===== config.mk =====
export PLATFORM = sky130hd
export DESIGN_NAME = axis_instr_tx
export DESIGN_NICKNAME = d
export VERILOG_FILES = /design/src/rtl/axis_instr_tx.sv
export SDC_FILE = /design/constraint.sdc
export NUM_CORES = 1
export LEC_CHECK = 0
export CAP_MARGIN = 10
export CORE_MARGIN = 5
export CORE_UTILIZATION = 27
export CTS_CLUSTER_DIAMETER = 120
export DETAILED_ROUTE_END_ITERATION = 10
export PLACE_DENSITY = 0.54
export SLEW_MARGIN = 20
export SYNTH_ARGS = -nofsm -noshare
export SYNTH_HDL_FRONTEND = slang
export SYNTH_SLANG_ARGS = --single-unit

===== constraint.sdc =====
create_clock -name clk -period 3.3 [get_ports clk]
set_input_delay 0.495 -clock clk [delete_from_list [all_inputs] [get_ports clk]]
set_output_delay 0.495 -clock clk [all_outputs]
set_load 0.02 [all_outputs]

===== src/rtl/axis_instr_tx.sv =====
// axis_instr_tx: encodes host commands into AXIS instruction packets.
// Optional AXIS_TX_TLAST_EN adds m_axis_tlast on the final packet.
module axis_instr_tx #(
  parameter int INP_WIDTH = 8,
  parameter int OPC_W     = 3,
  parameter int IDX_W     = 1,
  parameter int VAL_W     = 2,
  parameter int DLY_W     = 2,
  parameter int RUN_CNT_W = 32
) (
  input  logic                 clk,
  input  logic                 rst,
  input  logic                 cmd_valid,
  output logic                 cmd_ready,
  input  logic [1:0]           cmd_op,
  input  logic [IDX_W-1:0]     cmd_idx,
  input  logic [VAL_W-1:0]     cmd_val,
  input  logic [DLY_W-1:0]     cmd_dly,
  input  logic [RUN_CNT_W-1:0] cmd_run,
  output logic [INP_WIDTH-1:0] m_axis_tdata,
  output logic                 m_axis_tvalid,
  input  logic                 m_axis_tready,
`ifdef AXIS_TX_TLAST_EN
  output logic                 m_axis_tlast,
`endif
  output logic                 busy
);

  localparam int OPR_W = INP_WIDTH - OPC_W;
  localparam int unsigned RUN_MAX_I = (1 << OPR_W) - 1;
  localparam logic [RUN_CNT_W-1:0] RUN_MAX = RUN_CNT_W'(RUN_MAX_I);

  localparam logic [OPC_W-1:0] OPC_RUN = OPC_W'(1);
  localparam logic [OPC_W-1:0] OPC_AS  = OPC_W'(2);
  localparam logic [OPC_W-1:0] OPC_CLR = OPC_W'(3);
  localparam logic [OPC_W-1:0] OPC_DEC = OPC_W'(4);

  generate
    if (IDX_W + VAL_W + DLY_W != OPR_W) begin : g_bad_fields
      $error("AS fields must fill the operand");
    end
  endgenerate

  typedef enum logic {IDLE, SEND} state_t;

  state_t                 state_q;
  logic [INP_WIDTH-1:0]   tdata_q;
  logic                   tvalid_q;
  logic [RUN_CNT_W-1:0]   rem_q;
  logic                   tlast_q;

  logic [OPR_W-1:0]       cmd_chunk;
  logic [OPR_W-1:0]       rem_chunk;
  logic                   cmd_hs;
  logic                   split_hs;
  logic                   fin_hs;

  // Largest RUN slice that fits the operand, for a new command and for rem.
  always_comb begin
    cmd_chunk = (cmd_run > RUN_MAX) ? OPR_W'(RUN_MAX_I)
                                    : cmd_run[OPR_W-1:0];
    rem_chunk = (rem_q > RUN_MAX) ? OPR_W'(RUN_MAX_I)
                                  : rem_q[OPR_W-1:0];
  end

  assign split_hs = (state_q == SEND) && m_axis_tready
                    && (rem_q != '0);
  assign fin_hs   = (state_q == SEND) && m_axis_tready
                    && (rem_q == '0);
  assign cmd_ready = !rst && ((state_q == IDLE) || fin_hs);
  assign cmd_hs    = cmd_valid && cmd_ready;

  assign m_axis_tdata  = tdata_q;
  assign m_axis_tvalid = tvalid_q;
  assign busy          = (state_q == SEND);
`ifdef AXIS_TX_TLAST_EN
  assign m_axis_tlast  = tlast_q;
`else
  logic unused_tlast;
  assign unused_tlast = tlast_q;
`endif

  // Command/packet FSM; a final handshake may accept the next command.
  always_ff @(posedge clk) begin
    if (rst) begin
      state_q  <= IDLE;
      tdata_q  <= '0;
      tvalid_q <= 1'b0;
      rem_q    <= '0;
      tlast_q  <= 1'b0;
    end else if (split_hs) begin
      tdata_q <= {OPC_RUN, rem_chunk};
      rem_q   <= rem_q - RUN_CNT_W'(rem_chunk);
      tlast_q <= (rem_q <= RUN_MAX);
    end else if (cmd_hs) begin
      unique case (cmd_op)
        2'd0: begin
          tdata_q  <= {OPC_CLR, {OPR_W{1'b0}}};
          tlast_q  <= 1'b1;
          tvalid_q <= 1'b1;
          state_q  <= SEND;
        end
        2'd1: begin
          tdata_q  <= {OPC_AS, cmd_idx, cmd_val, cmd_dly};
          tlast_q  <= 1'b1;
          tvalid_q <= 1'b1;
          state_q  <= SEND;
        end
        2'd2: begin
          if (cmd_run == '0) begin
            tvalid_q <= 1'b0;
            state_q  <= IDLE;
          end else begin
            tdata_q  <= {OPC_RUN, cmd_chunk};
            rem_q    <= cmd_run - RUN_CNT_W'(cmd_chunk);
            tlast_q  <= (cmd_run <= RUN_MAX);
            tvalid_q <= 1'b1;
            state_q  <= SEND;
          end
        end
        default: begin
          tdata_q  <= {OPC_DEC, {OPR_W{1'b0}}};
          tlast_q  <= 1'b1;
          tvalid_q <= 1'b1;
          state_q  <= SEND;
        end
      endcase
    end else if (fin_hs) begin
      tvalid_q <= 1'b0;
      state_q  <= IDLE;
    end
  end

endmodule

==> results.py <==
metrics = {
    "status": {
        "status": "finished clean",
    },
    "synthesis": {
        "yosysUniqueCellTypes": 65,
        "synth.yosys.seq_area_share_pct": 26.20,
        "synth_cells": 406,
        "ys.flop_type": "dfxtp_1",
        "synthMuxAreaShare_pct": 0.3195,
        "synth_top_area_cell": "dfxtp_1",
        "ys_seq_elements": 41,
        "synth_top_family_by_area": "simple AND/OR/NAND/NOR gates",
        "synthXorXnorAreaFrac_pct": 7.827,
        "yosys_warnings": 0,
        "avgSynthCellArea_um2": 7.717,
        "synth_compound_area_share_pct": 26.00,
        "synth_top_area_share_pct": 26.20,
        "synth_area_leaders": "dfxtp_1 (26%), nor2_1 (5.4%), xor2_1 (5.0%)",
        "synth_nets": 451,
        "yosys.area_share.adder_pct": 0.7987,
        "synth-simple-area-share_pct": 34.15,
        "synth_edf_count": 0,
        "async_flop_share_pct": 0,
        "synth_area_um2": 3133,
    },
    "drt": {
        "drt_iter0_markers": 293,
        "drt-total-wl_mm": 10.27,
        "viasPerCell": 5.389,
        "ant_nets": 0,
        "num_vias": 3433,
        "firstDrtPassIters": 4,
        "route.detailed.drc": 0,
        "wire_per_inst_um": 16.12,
    },
    "critical_path": {
        "end_kind": "flop",
        "crit_top_cell": "or4_4",
        "startpoint_type": "input port",
        "cpPeakStageDelay_ns": 0.54,
        "critPathKind": "input port to flop",
        "cp_max_fo": 6,
        "cp_cell_sequence": "clkdlybuf4s50_1, or4_4, or4_4, or3_1, nand2b_1, ha_4, a21boi_2, nor4_1, nor4b_1, xnor2_1, o211ai_1",
        "crit_required_ns": 3.51,
        "arrival_ns": 3.39,
        "cp_slowest_cell": "or4_4",
    },
    "final_layout": {
        "syn2layout_area_growth_pct": 35.70,
        "fin_cells": 637,
        "layout-drive-gt1-share_pct": 17.00,
        "final.fill_count": 1210,
        "multi_input_area_um2": 2193,
        "final_nets": 538,
        "regArea_um2": 820.8,
        "n_antenna_cell": 0,
    },
    "sta": {
        "min_period_over_period_pct": 96.28,
        "hold_viol": 0,
        "fin_ws_ns": 0.1226,
        "finalSetupViolations": 0,
        "rsz0062_at_grt": "no",
        "fin_skew_ns": 0.005359,
        "max_slew.worst_pin.slew_ns": 0.7338,
        "slew-limit-headroom_pct": 51.08,
        "max_freq_mhz": 314.7,
        "finalCriticalPeriod_ns": 3.177,
        "timing.hold.ws_ns": 0.4850,
        "drv_slew": 0,
    },
    "cts": {
        "path_clk_slew_ns": 0.06,
        "clock_path_buffers": 2,
        "htree_levels": 2,
        "cts_tree": "yes",
        "clockRootBuffer": "clkbuf_16",
        "cts_buffers": 5,
        "clkSinkCount": 41,
        "clk-insertion-delay-late_ns": 0.29,
        "cts_hold_buf": 0,
    },
    "grt": {
        "grt-busiest-layer": "met2",
        "antenna_found_initial": 0,
        "overflow": 0,
        "grt_max_degree": 43,
        "met1_usage_pct": 20.81,
        "use_met2_pct": 22.28,
        "grt_usage_pct": 14.42,
        "grt_pass1_vias": 3255,
        "grt_util_met3_pct": 2.018,
        "grt_pass1_wl_mm": 16.68,
    },
    "placed_design": {
        "routabilityCongestion": 0.8539,
        "portBuffers": 53,
        "dp.cells": 625,
        "dp_worst_setup_slack_ns": -0.2897,
        "place_hpwl_mm": 7.916,
    },
    "power_and_ir_drop": {
        "power.density_nw_per_um2": 503.7,
        "seqPwrFrac_pct": 29.8,
        "sw_frac_of_total_pct": 37.87,
        "switchingPower_uw": 811.1,
        "pwr-share-comb_pct": 45.4,
        "p_leak_nw": 1.557,
        "p_total_mw": 2.142,
        "p_clk_share_pct": 24.7,
        "peakVddDrop_v": 0.0001896,
        "p_int_mw": 1.331,
    },
    "floorplan": {
        "die_w_um": 117.7,
        "start_util_pct": 27.44,
        "fp.dieArea_um2": 13860,
        "ioPinCount": 54,
        "fp.dieH_um": 117.7,
        "coreArea_um2": 11420,
        "rows": 39,
    },
    "job": {
        "max-cap-violations": 0,
    },
    "worst_hold_path": {
        "hold_class": "flop to flop",
    },
}
[per-stage QoR]
step	setup TNS (ns)	instance area [µm²]	util, %
after floorplan	0	3134	-
after global placement	-2.224	4036	35.35
after detailed placement	-3.401	4036	35.35
after CTS	0	4193	36.72
after global routing	0	4252	37.23
final	0	4252	37.23
[what timing repair did]
item | 4_1_cts | 5_1_grt
buffers inserted | 0 | 4
gates resized for setup | 1 | 8
pin swaps | 0 | 1
setup endpoints to repair | 1 | 14
[critical path: cells and delay by family]
family	cells	cell delay, ns
xor+xnor	1	0.13
simple gates	6	1.80
fa+ha+maj	1	0.18
compound gates	2	0.36
buf+inv	1	0.42
[layer usage]
layer  up-vias  wire length, µm
met5         -                0
met2        95             4599
met1      1597             5136
li1       1733                -
met3         8              397
met4         0              136
[power by group through the flow]
stage | Combinational [mW] | Sequential, mW | Clock, mW
final | 0.973 | 0.639 | 0.530
after global routing | 1.07 | 0.651 | 0.557
after CTS | 0.904 | 0.636 | 0.538
after detailed placement | 0.896 | 0.647 | 0
after global placement | 0.891 | 0.644 | 0
after floorplan | 0.582 | 0.646 | 0
[sequential cells by signal, indices dropped and copies added (netlist names)]
name           cells
m_axis_tdata       8
m_axis_tvalid      1
rem_q             32
[area by class of cell]
| class | count | share of cell area, % |
|---|---|---|
| clock buffer | 7 | 3.590 |
| clock inverter | 1 | 0.1177 |
| inverter | 5 | 0.4414 |
| multi-input combinational | 340 | 51.59 |
| sequential | 41 | 19.31 |
| tap | 143 | 4.208 |
| timing repair buffer | 100 | 20.75 |
[cells in the mapped netlist (8+ instances only)]
cell	instances
a31oi_1	9
clkbuf_1	8
or3_1	10
o311ai_0	8
a21oi_1	20
nor2_1	45
nand3_1	17
xor2_1	18
nor4_1	16
xnor2_1	10
dfxtp_1	41
nor3_1	21
or4_1	11
o21ai_0	12
nand2_1	41
[path summary, 6_finish.rpt]
| kind | slack [ns] | cells after the start | endpoint | startpoint |
|---|---|---|---|---|
| max | 0.12 | 11 | rem_q[30] | cmd_run[8] |
| min | 0.48 | 2 | m_axis_tdata[5] | m_axis_tdata[5] |
| max reg2reg | 0.27 | 9 | rem_q[28] | rem_q[26] |
| min reg2reg | 0.48 | 2 | m_axis_tdata[5] | m_axis_tdata[5] |
[cells in the final DEF (no fill, tap or decap), types with 5 or more instances in the layout]
master,count
a2111oi_2,5
a211oi_1,6
a21oi_1,20
a2bb2oi_1,5
a31oi_1,9
and3_1,6
buf_4,47
clkbuf_16,5
clkdlybuf4s50_1,52
dfxtp_1,41
inv_1,5
nand2_1,41
nand3_1,17
nor2_1,45
nor3_1,21
nor4_1,16
o211ai_1,6
o21ai_0,9
o22ai_1,6
o311ai_0,8
or2_2,6
or3_1,10
or4_1,11
xnor2_1,10
xor2_1,18
[logic make-up (layout without fill, tap and decap cells)]
| group | Yosys count | count (layout) |
|---|---|---|
| compound gates | 108 | 108 |
| buf+inv | 25 | 113 |
| simple gates | 201 | 201 |
| fa+ha+maj | 2 | 2 |
| flops | 41 | 41 |
| mux | 1 | 1 |
| xor+xnor | 28 | 28 |
No activity file was read; power rests on OpenSTA's default activity.
